<file path="src/rtl/database_arbiter.sv">
// database_arbiter: shares one classifier database streamer among
// NUM_REQ I2LBS engines with round-robin grants.
// Ports:
//   clk, reset (async, active-high)
//   i_request[NUM_REQ]  per-engine request (level, held until served)
//   i_load_done         database first stage loaded; gates new grants
//   i_end_database      last entry of the current stream
//   o_grant[NUM_REQ]    one-hot grant, zero when idle
//   o_grant_index       binary grantee index, held when idle
//   o_enable            database enable (STREAM only)
//   o_reset_database    index-counter reset pulse between grants
//   o_busy              high outside IDLE
module database_arbiter #(
    parameter int NUM_REQ    = 5,
    parameter int IDX_WIDTH  = 3,
    parameter int GAP_CYCLES = 2
) (
    input  logic                 clk,
    input  logic                 reset,
    input  logic [NUM_REQ-1:0]   i_request,
    input  logic                 i_load_done,
    input  logic                 i_end_database,
    output logic [NUM_REQ-1:0]   o_grant,
    output logic [IDX_WIDTH-1:0] o_grant_index,
    output logic                 o_enable,
    output logic                 o_reset_database,
    output logic                 o_busy
);

    typedef enum logic [1:0] {
        IDLE,
        STREAM,
        RELEASE
    } state_t;

    state_t               state;
    state_t               state_nx;
    logic [IDX_WIDTH-1:0] rr_ptr;
    logic [IDX_WIDTH-1:0] rr_ptr_nx;
    logic [3:0]           gap_cnt;
    logic [3:0]           gap_cnt_nx;
    logic [NUM_REQ-1:0]   grant_nx;
    logic [IDX_WIDTH-1:0] index_nx;
    logic                 enable_nx;
    logic                 rst_db_nx;
    logic                 busy_nx;
    logic                 found;
    logic [IDX_WIDTH-1:0] winner;
    logic                 stream_done;

    // Round-robin pick: lowest requester above rr_ptr first,
    // otherwise wrap to the lowest requester overall.
    always_comb begin
        found  = 1'b0;
        winner = '0;
        for (int j = 0; j < NUM_REQ; j++) begin
            if (!found && i_request[j] && (IDX_WIDTH'(j) > rr_ptr)) begin
                found  = 1'b1;
                winner = IDX_WIDTH'(j);
            end
        end
        for (int j = 0; j < NUM_REQ; j++) begin
            if (!found && i_request[j]) begin
                found  = 1'b1;
                winner = IDX_WIDTH'(j);
            end
        end
    end

    // Grant is one-hot, so masking detects the grantee dropping out.
    assign stream_done = i_end_database || ((o_grant & i_request) == '0);

    always_ff @(posedge clk or posedge reset) begin
        if (reset) begin
            state            <= IDLE;
            rr_ptr           <= IDX_WIDTH'(NUM_REQ - 1);
            gap_cnt          <= '0;
            o_grant          <= '0;
            o_grant_index    <= '0;
            o_enable         <= 1'b0;
            o_reset_database <= 1'b0;
            o_busy           <= 1'b0;
        end else begin
            state            <= state_nx;
            rr_ptr           <= rr_ptr_nx;
            gap_cnt          <= gap_cnt_nx;
            o_grant          <= grant_nx;
            o_grant_index    <= index_nx;
            o_enable         <= enable_nx;
            o_reset_database <= rst_db_nx;
            o_busy           <= busy_nx;
        end
    end

    always_comb begin
        state_nx   = state;
        gap_cnt_nx = gap_cnt;
        unique case (state)
            IDLE: begin
                if (i_load_done && found) begin
                    state_nx = STREAM;
                end
            end
            STREAM: begin
                if (stream_done) begin
                    state_nx   = RELEASE;
                    gap_cnt_nx = 4'(GAP_CYCLES - 1);
                end
            end
            RELEASE: begin
                if (gap_cnt == '0) begin
                    state_nx = IDLE;
                end else begin
                    gap_cnt_nx = gap_cnt - 4'd1;
                end
            end
            default: begin
                state_nx = IDLE;
            end
        endcase
    end

    always_comb begin
        grant_nx  = o_grant;
        index_nx  = o_grant_index;
        rr_ptr_nx = rr_ptr;
        enable_nx = o_enable;
        rst_db_nx = o_reset_database;
        busy_nx   = o_busy;
        unique case (state)
            IDLE: begin
                if (state_nx == STREAM) begin
                    grant_nx         = '0;
                    grant_nx[winner] = 1'b1;
                    index_nx         = winner;
                    rr_ptr_nx        = winner;
                    enable_nx        = 1'b1;
                    rst_db_nx        = 1'b0;
                    busy_nx          = 1'b1;
                end
            end
            STREAM: begin
                if (state_nx == RELEASE) begin
                    grant_nx  = '0;
                    enable_nx = 1'b0;
                    rst_db_nx = 1'b1;
                end
            end
            RELEASE: begin
                if (state_nx == IDLE) begin
                    rst_db_nx = 1'b0;
                    busy_nx   = 1'b0;
                end
            end
            default: begin
                grant_nx  = '0;
                enable_nx = 1'b0;
                rst_db_nx = 1'b0;
                busy_nx   = 1'b0;
            end
        endcase
    end

endmodule
</file>
<file path="config.mk">
export PLATFORM = sky130hd
export DESIGN_NAME = database_arbiter
export DESIGN_NICKNAME = d
export VERILOG_FILES = /design/src/rtl/database_arbiter.sv
export SDC_FILE = /design/constraint.sdc
export NUM_CORES = 1
export LEC_CHECK = 0
export ABC_CLOCK_PERIOD_IN_PS = 1450
export CAP_MARGIN = 40
export CORE_UTILIZATION = 40
export DETAILED_ROUTE_END_ITERATION = 8
export PLACE_DENSITY_LB_ADDON = 0.08
export SYNTH_ARGS = -nofsm -noshare
export SYNTH_HDL_FRONTEND = slang
export SYNTH_SLANG_ARGS = --single-unit
</file>
<file path="constraint.sdc">
create_clock -name clk -period 1.45 [get_ports clk]
set_input_delay 0.3625 -clock clk [delete_from_list [all_inputs] [get_ports clk]]
set_output_delay 0.3625 -clock clk [all_outputs]
set_load 0.02 [all_outputs]
</file>
==> metrics.csv, run 1 <==
stage,metric,value,unit
worst_setup_path,critPathMaxStageDelay,0.40,ns
sta,hold_slack,0.348,ns
layout,drive_gt1_share,55.1,%
global_routing,grt_util_all_layers,27.4,%
global_routing,grt_max_degree,19,
cts,cts_buffers,3,
sta,slew_violations,0,
layout,fin_area,1730,um^2
floorplan,io_pins,20,
worst_setup_path,crit_path_max_fanout,3,
sta,setup_viol,12,
route,wl,3310,um
route,dr.pass1.iters,4,
layout,area_delta_synth_final,70.0,%
yosys,synthArstFlopShare,100,%
yosys,syn-cell-area,1020,um^2
power,p_per_area,2150,nW/um^2
sta,period_share,109,%
power,ir_worst_vdd,1.28,mV
placed_design,dp_hpwl,1840,um
yosys,yosys_warnings,0,
yosys,synth_edf_count,0,
floorplan,die_x,52.4,um
power,p_leak,0.000813,uW
layout,diodes,0,
placed_design,port_buffers,19,
yosys,synth.area.top_cells,"dfrtp_1 (42%), a21o_1 (5.2%), nand2_1 (4.4%)",
sta,relSlewSlack,70.6,%
cts,cts_buffer_depth,2,
floorplan,die-area,2750,um^2
sta,fmax,0.636,GHz
worst_setup_path,crit_path_start_kind,flip-flop,
job,cap_violations,0,
worst_setup_path,cp-end-kind,flip-flop,
sta,skew,0.0106,ns
global_routing,grt_pass1_vias,1088,
yosys,yosys.area.top_type,dfrtp_1,
cts,clkSinkCount,18,
cts,cts_root_buf,clkbuf_4,
global_routing,antenna_found_initial,0,
route,vias_per_cell,5.66,
worst_setup_path,criticalPathCategory,reg2reg,
yosys,synthTopCellsByCount,"dfrtp_1 (17), nand2_1 (12), a21o_1 (7), inv_1 (7), nor2_1 (7)",
yosys,yosysUniqueCellTypes,39,
sta,rsz0062_at_grt,true,
yosys,yosysTopAreaCellShare,41.8,%
floorplan,coreArea,2300,um^2
layout,fin_util,75.3,%
global_routing,overflow,0,
sta,worst_pin_slew,0.437,ns
worst_hold_path,holdCritPathClass,in2async,
yosys,syn_avg_cell_area,9.51,um^2
cts,clk_latency,0.32,ns
yosys,yosysMostFrequentCell,dfrtp_1,
status,violations,negative setup slack,
placed_design,postPlaceCellArea,1420,um^2
global_routing,met1_usage,32.8,%
cts,cts.clk_slew.worst_paths,0.10,ns
placed_design,routabilityCongestion,0.800,
cts,hold_buffers,0,
layout,fillers,158,
route,ant_nets,0,
cts,cts_tree,yes,
route,detail_route.wl_per_cell,17.8,um
yosys,ys_ff_latch,18,
layout,layout.nets,170,
worst_setup_path,worst_ep_required_time,1.70,ns
yosys,syn_inst,107,
route,drc_errors,0,
global_routing,grt_pass1_wl,5180,um
floorplan,die_h,52.4,um
global_routing,grt_busiest_layer,met2,
power,power.total,3730,uW
yosys,ys_seq_area_share,44.4,%
floorplan,initial_core_util,44.3,%
floorplan,rows,17,
global_routing,grtUsageMet3,6.67,%
route,via_count,1052,
global_routing,grt_util_met2,44.7,%
sta,hold_violations,0,
cts,htree_levels,1,
worst_setup_path,critPathSlowestCell,dfrtp_1,
worst_setup_path,crit_arrival,1.83,ns
status,status,finished with violations,
sta,setup_slack,-0.123,ns
route,drtIter0Drc,20,
worst_setup_path,crit_path_cell_trace,a222oi_1 -> a21o_1 -> buf_6 -> buf_6 -> o21ai_2 -> a21oi_2 -> a21o_1,
sta,period_minus_slack,1.57,ns
yosys,yosys_most_used_dff,dfrtp_1,
yosys,synth_fp_nets,118,
through the flow:
stage | instances | worst slack, ns | setup TNS [ns]
floorplan | 107 | -0.0997 | -0.636
global placement | 174 | -0.613 | -10.05
detailed placement | 174 | -0.676 | -10.88
CTS | 187 | -0.0814 | -0.310
global route | 186 | -0.191 | -1.73
finish | 186 | -0.123 | -0.770
state kept, by name (all words and copies together) (netlist names):
signal,flops
o_reset_database,1
o_busy,1
o_grant,5
gap_cnt,4
o_enable,1
state,2
rr_ptr,1
o_grant_index,3
where the power goes:
part           internal [uW]  switching, uW  total (uW)
clock network            108            164         272
logic                   1250           1230        2480
registers                730            242         972
cells in the final DEF (no fill, tap or decap), types with 4 or more instances in the layout:
cell and instances:
a21o_1 7, buf_2 6, buf_4 25, buf_6 9
dfrtp_1 16, dlygate4sd2_1 5, inv_1 4, nand2_1 10
nor2_1 5
final timing paths:
check | start | end | slack, ns | cells after the start
min reg2reg | o_enable | o_enable | 0.49 | 2
max in group asynchronous | reset | rr_ptr[2] | 0.83 | 3
min in group clk | o_enable | o_enable | 0.49 | 2
max | o_grant[0] | o_reset_database | -0.12 | 7
max reg2reg | o_grant[0] | o_reset_database | -0.12 | 7
min | reset | gap_cnt[1] | 0.35 | 3
what timing repair did:
item                                    CTS  global route
pin swaps                                15            14
gates resized for setup                  72            31
cloned                                    1             0
endpoints found under the setup margin   29            26
setup buffers                             8             1
per-layer routing:
layer	vias to the layer above	part of all wire [%]	wire length, um
li1	485	-	-
met1	528	42	1400
met2	34	50	1670
met3	5	6.0	199
met4	0	1.3	42
met5	-	0	0
logic make-up after synthesis:
family | Yosys count | synth area share [%]
buf+inv | 13 | 6.52
flops | 18 | 44.4
mux | 1 | 0.984
fa+ha+maj | 2 | 2.46
xor+xnor | 2 | 1.72
compound gates | 35 | 26.1
simple gates | 36 | 17.8
cell type report:
| class | count | area [um^2] | share of cell area [%] |
|---|---|---|---|
| Clock buffer | 4 | 26.3 | 1.52 |
| Inverter | 7 | 26.3 | 1.52 |
| Multi-Input combinational cell | 76 | 723 | 41.8 |
| Sequential cell | 18 | 453 | 26.2 |
| Tap cell | 28 | 35.0 | 2.03 |
| Timing Repair Buffer | 53 | 465 | 26.9 |
worst max-delay path, delay by kind of cell (launching register included):
kind                   cells  cell delay (ns)
flip-flops                 1             0.40
AO/OA/AOI/OAI              5             0.87
buffers and inverters      2             0.23
Power figures use the tool's default switching activity.
==> inputs of run 2 (changes only) <==
- DONT_BUFFER_PORTS: unset -> 1
==> run 2 against run 1 <==
The run still ends with negative setup slack left. Non-clock buffer count is 20 lower. Global-route usage is 6.8 points lower. Clock skew is 0.0047 ns higher. Die area stayed put. Wire length is 18% lower. First-iteration DRC count is 30% lower. Maximum frequency is 1.9% higher. Worst hold slack worse by 0.027 ns. Final area is 13% lower. Worst setup slack better by 0.030 ns. Clock power is 4% lower. Combinational power is 17% lower.
==> metrics.csv, run 2 (synthesis results as in run 1) <==
stage,metric,value,unit,change
status,status,finished with violations,,
status,violations,negative setup slack,,
sta,period_minus_slack,1.54,ns,-0.0296 ns
route,drc_errors,0,,unchanged
global_routing,grt_busiest_layer,met2,,
placed_design,pre_cts_ws,-0.149,ns,+0.527 ns
floorplan,rows,17,,unchanged
floorplan,die_h,52.4,um,unchanged
layout,register_area,453,um^2,unchanged
cts,cts_buffer_depth,2,,unchanged
worst_setup_path,reg2reg_to,o_grant[4],,
sta,period_share,106,%,-2.0 points
worst_setup_path,worst_ep_required_time,1.65,ns,-0.05 ns
global_routing,grt_max_degree,16,,-3
cts,cts.clk_slew.worst_paths,0.11,ns,about the same
worst_setup_path,reg2reg_from,o_grant[0],,
layout,area_delta_synth_final,48.6,%,
cts,clkSinkCount,18,,unchanged
sta,setup_viol,5,,-7
global_routing,met1_usage,27.3,%,-5.5 points
worst_setup_path,r2r_slack,-0.09,ns,+0.03 ns
cts,htree_levels,1,,unchanged
route,dr.pass1.iters,4,,unchanged
floorplan,initial_core_util,44.3,%,unchanged
worst_setup_path,crit_start,o_grant[0],,
floorplan,io_pins,20,,unchanged
sta,rsz0062_at_grt,true,,
worst_setup_path,crit_arrival,1.75,ns,-0.08 ns
global_routing,grtUsageMet3,7.54,%,+0.87 points
layout,final_cell_mix,"buf_4 (27), dfrtp_1 (16), nand2_1 (8)",,
global_routing,grt_util_met2,30.6,%,-14 points
cts,cts_buffers,3,,unchanged
route,vias_per_cell,5.66,,+0.12%
sta,setup_slack,-0.0939,ns,+0.0296 ns
worst_hold_path,holdCritPathClass,in2reg,,
sta,skew,0.0154,ns,+0.00475 ns
power,power.total,3360,uW,-9.9%
worst_setup_path,crit_path_start_kind,flip-flop,,
power,p_leak,0.000703,uW,-13%
sta,fmax,0.648,GHz,+1.9%
layout,layout_commonest_cell,buf_4,,
cts,cts_root_buf,clkbuf_4,,
job,cap_violations,0,,unchanged
layout,fillers,185,,+17%
global_routing,antenna_found_initial,0,,unchanged
route,detail_route.wl_per_cell,16.3,um,-8.5%
global_routing,overflow,0,,unchanged
sta,relSlewSlack,77.3,%,+6.7 points
worst_setup_path,crit_path_max_fanout,6,,+3
cts,clk_latency,0.30,ns,-0.02 ns
placed_design,port_buffers,0,,-19
global_routing,grt_pass1_vias,881,,-19%
global_routing,grt_pass1_wl,4020,um,-22%
worst_setup_path,cp-end-kind,flip-flop,,
power,p_per_area,2220,nW/um^2,+3.1%
worst_setup_path,crit_end,o_grant[4],,
power,ir_worst_vdd,1.18,mV,-8.0%
floorplan,coreArea,2300,um^2,unchanged
sta,slew_violations,0,,unchanged
placed_design,routabilityCongestion,0.792,,-0.94%
cts,cts_tree,yes,,
sta,hold_violations,0,,unchanged
floorplan,die-area,2750,um^2,unchanged
worst_setup_path,criticalPathCategory,reg2reg,,
global_routing,grt_util_all_layers,20.6,%,-6.8 points
route,via_count,940,,-11%
sta,fin_tns_setup,-0.256,ns,+0.514 ns
route,drtIter0Drc,14,,-30%
layout,top_regs,"o_grant: 5 flops, gap_cnt: 4 flops, o_grant_index: 3 flops",,
layout,multi_input_area,691,um^2,-4.5%
layout,regMostFlops,o_grant,,
floorplan,die_x,52.4,um,unchanged
layout,largest_reg_flops,5,,unchanged
route,wl,2700,um,-18%
layout,drive_gt1_share,52.9,%,-2.2 points
layout,layout.nets,150,,-12%
sta,worst_pin_slew,0.337,ns,-0.0997 ns
layout,diodes,0,,unchanged
placed_design,dp_hpwl,1820,um,-0.99%
route,ant_nets,0,,unchanged
worst_setup_path,ff2ff_path_depth,5,,-2
[run 2: changes by cell type in the layout (fill, tap and decap cells not counted), moves of 3 or more]
| cell | change |
|---|---|
| buf_6 | -5 |
| buf_2 | -6 |
| clkdlybuf4s50_1 | -3 |
| dlygate4sd2_1 | -5 |
[run 2: power by group]
group	internal, uW	switching, uW
registers	730	300
logic	1060	1010
clock network	107	154
[run 2: worst min-delay path by stage]
stage                     start         end  slack [ns]  cells past startpoint
floorplan                 reset  gap_cnt[0]        0.30                      1
global placement          reset    o_enable        0.26                      2
detailed placement        reset      o_busy        0.27                      2
CTS                 i_load_done   rr_ptr[2]        0.31                      3
global route        i_load_done   rr_ptr[2]        0.30                      3
finish              i_load_done   rr_ptr[2]        0.32                      3
[run 2: layer usage]
metal / share of wire (%) / vias to the layer above
met5: 0 / -
met1: 46 / 465
met3: 5.9 / 5
met2: 47 / 27
li1: - / 443
met4: 1.0 / 0
[run 2: stage by stage]
| step | hold slack (ns) | cells | util [%] | instance area (um^2) |
|---|---|---|---|---|
| after floorplan | 0.300 | 107 | - | 1030 |
| after global placement | 0.260 | 157 | 54.0 | 1240 |
| after detailed placement | 0.275 | 157 | 54.0 | 1240 |
| after CTS | 0.314 | 163 | 57.6 | 1320 |
| after global routing | 0.299 | 166 | 65.8 | 1510 |
| final | 0.321 | 166 | 65.8 | 1510 |
[run 2: critical path: stages (launching register included)]
cell      delay [ns]
dfrtp_1         0.41
a222oi_1        0.33
a21o_1          0.23
buf_4           0.14
o21ai_4         0.07
a31o_2          0.26
[run 2: cell type report]
class / instances / area share [%]
Inverter: 7 / 1.90
Tap cell: 28 / 2.32
Multi-Input combinational cell: 76 / 45.7
Timing Repair Buffer: 33 / 18.4
Sequential cell: 18 / 30.0
Clock buffer: 4 / 1.74
[run 2: repair_timing]
action,in CTS,in global routing
buffers inserted,1,3
gates resized for setup,10,36
hold buffers,1,0
setup endpoints to repair,15,16
gates cloned,0,0
pin swaps,5,9
endpoints found under the hold margin,17,0
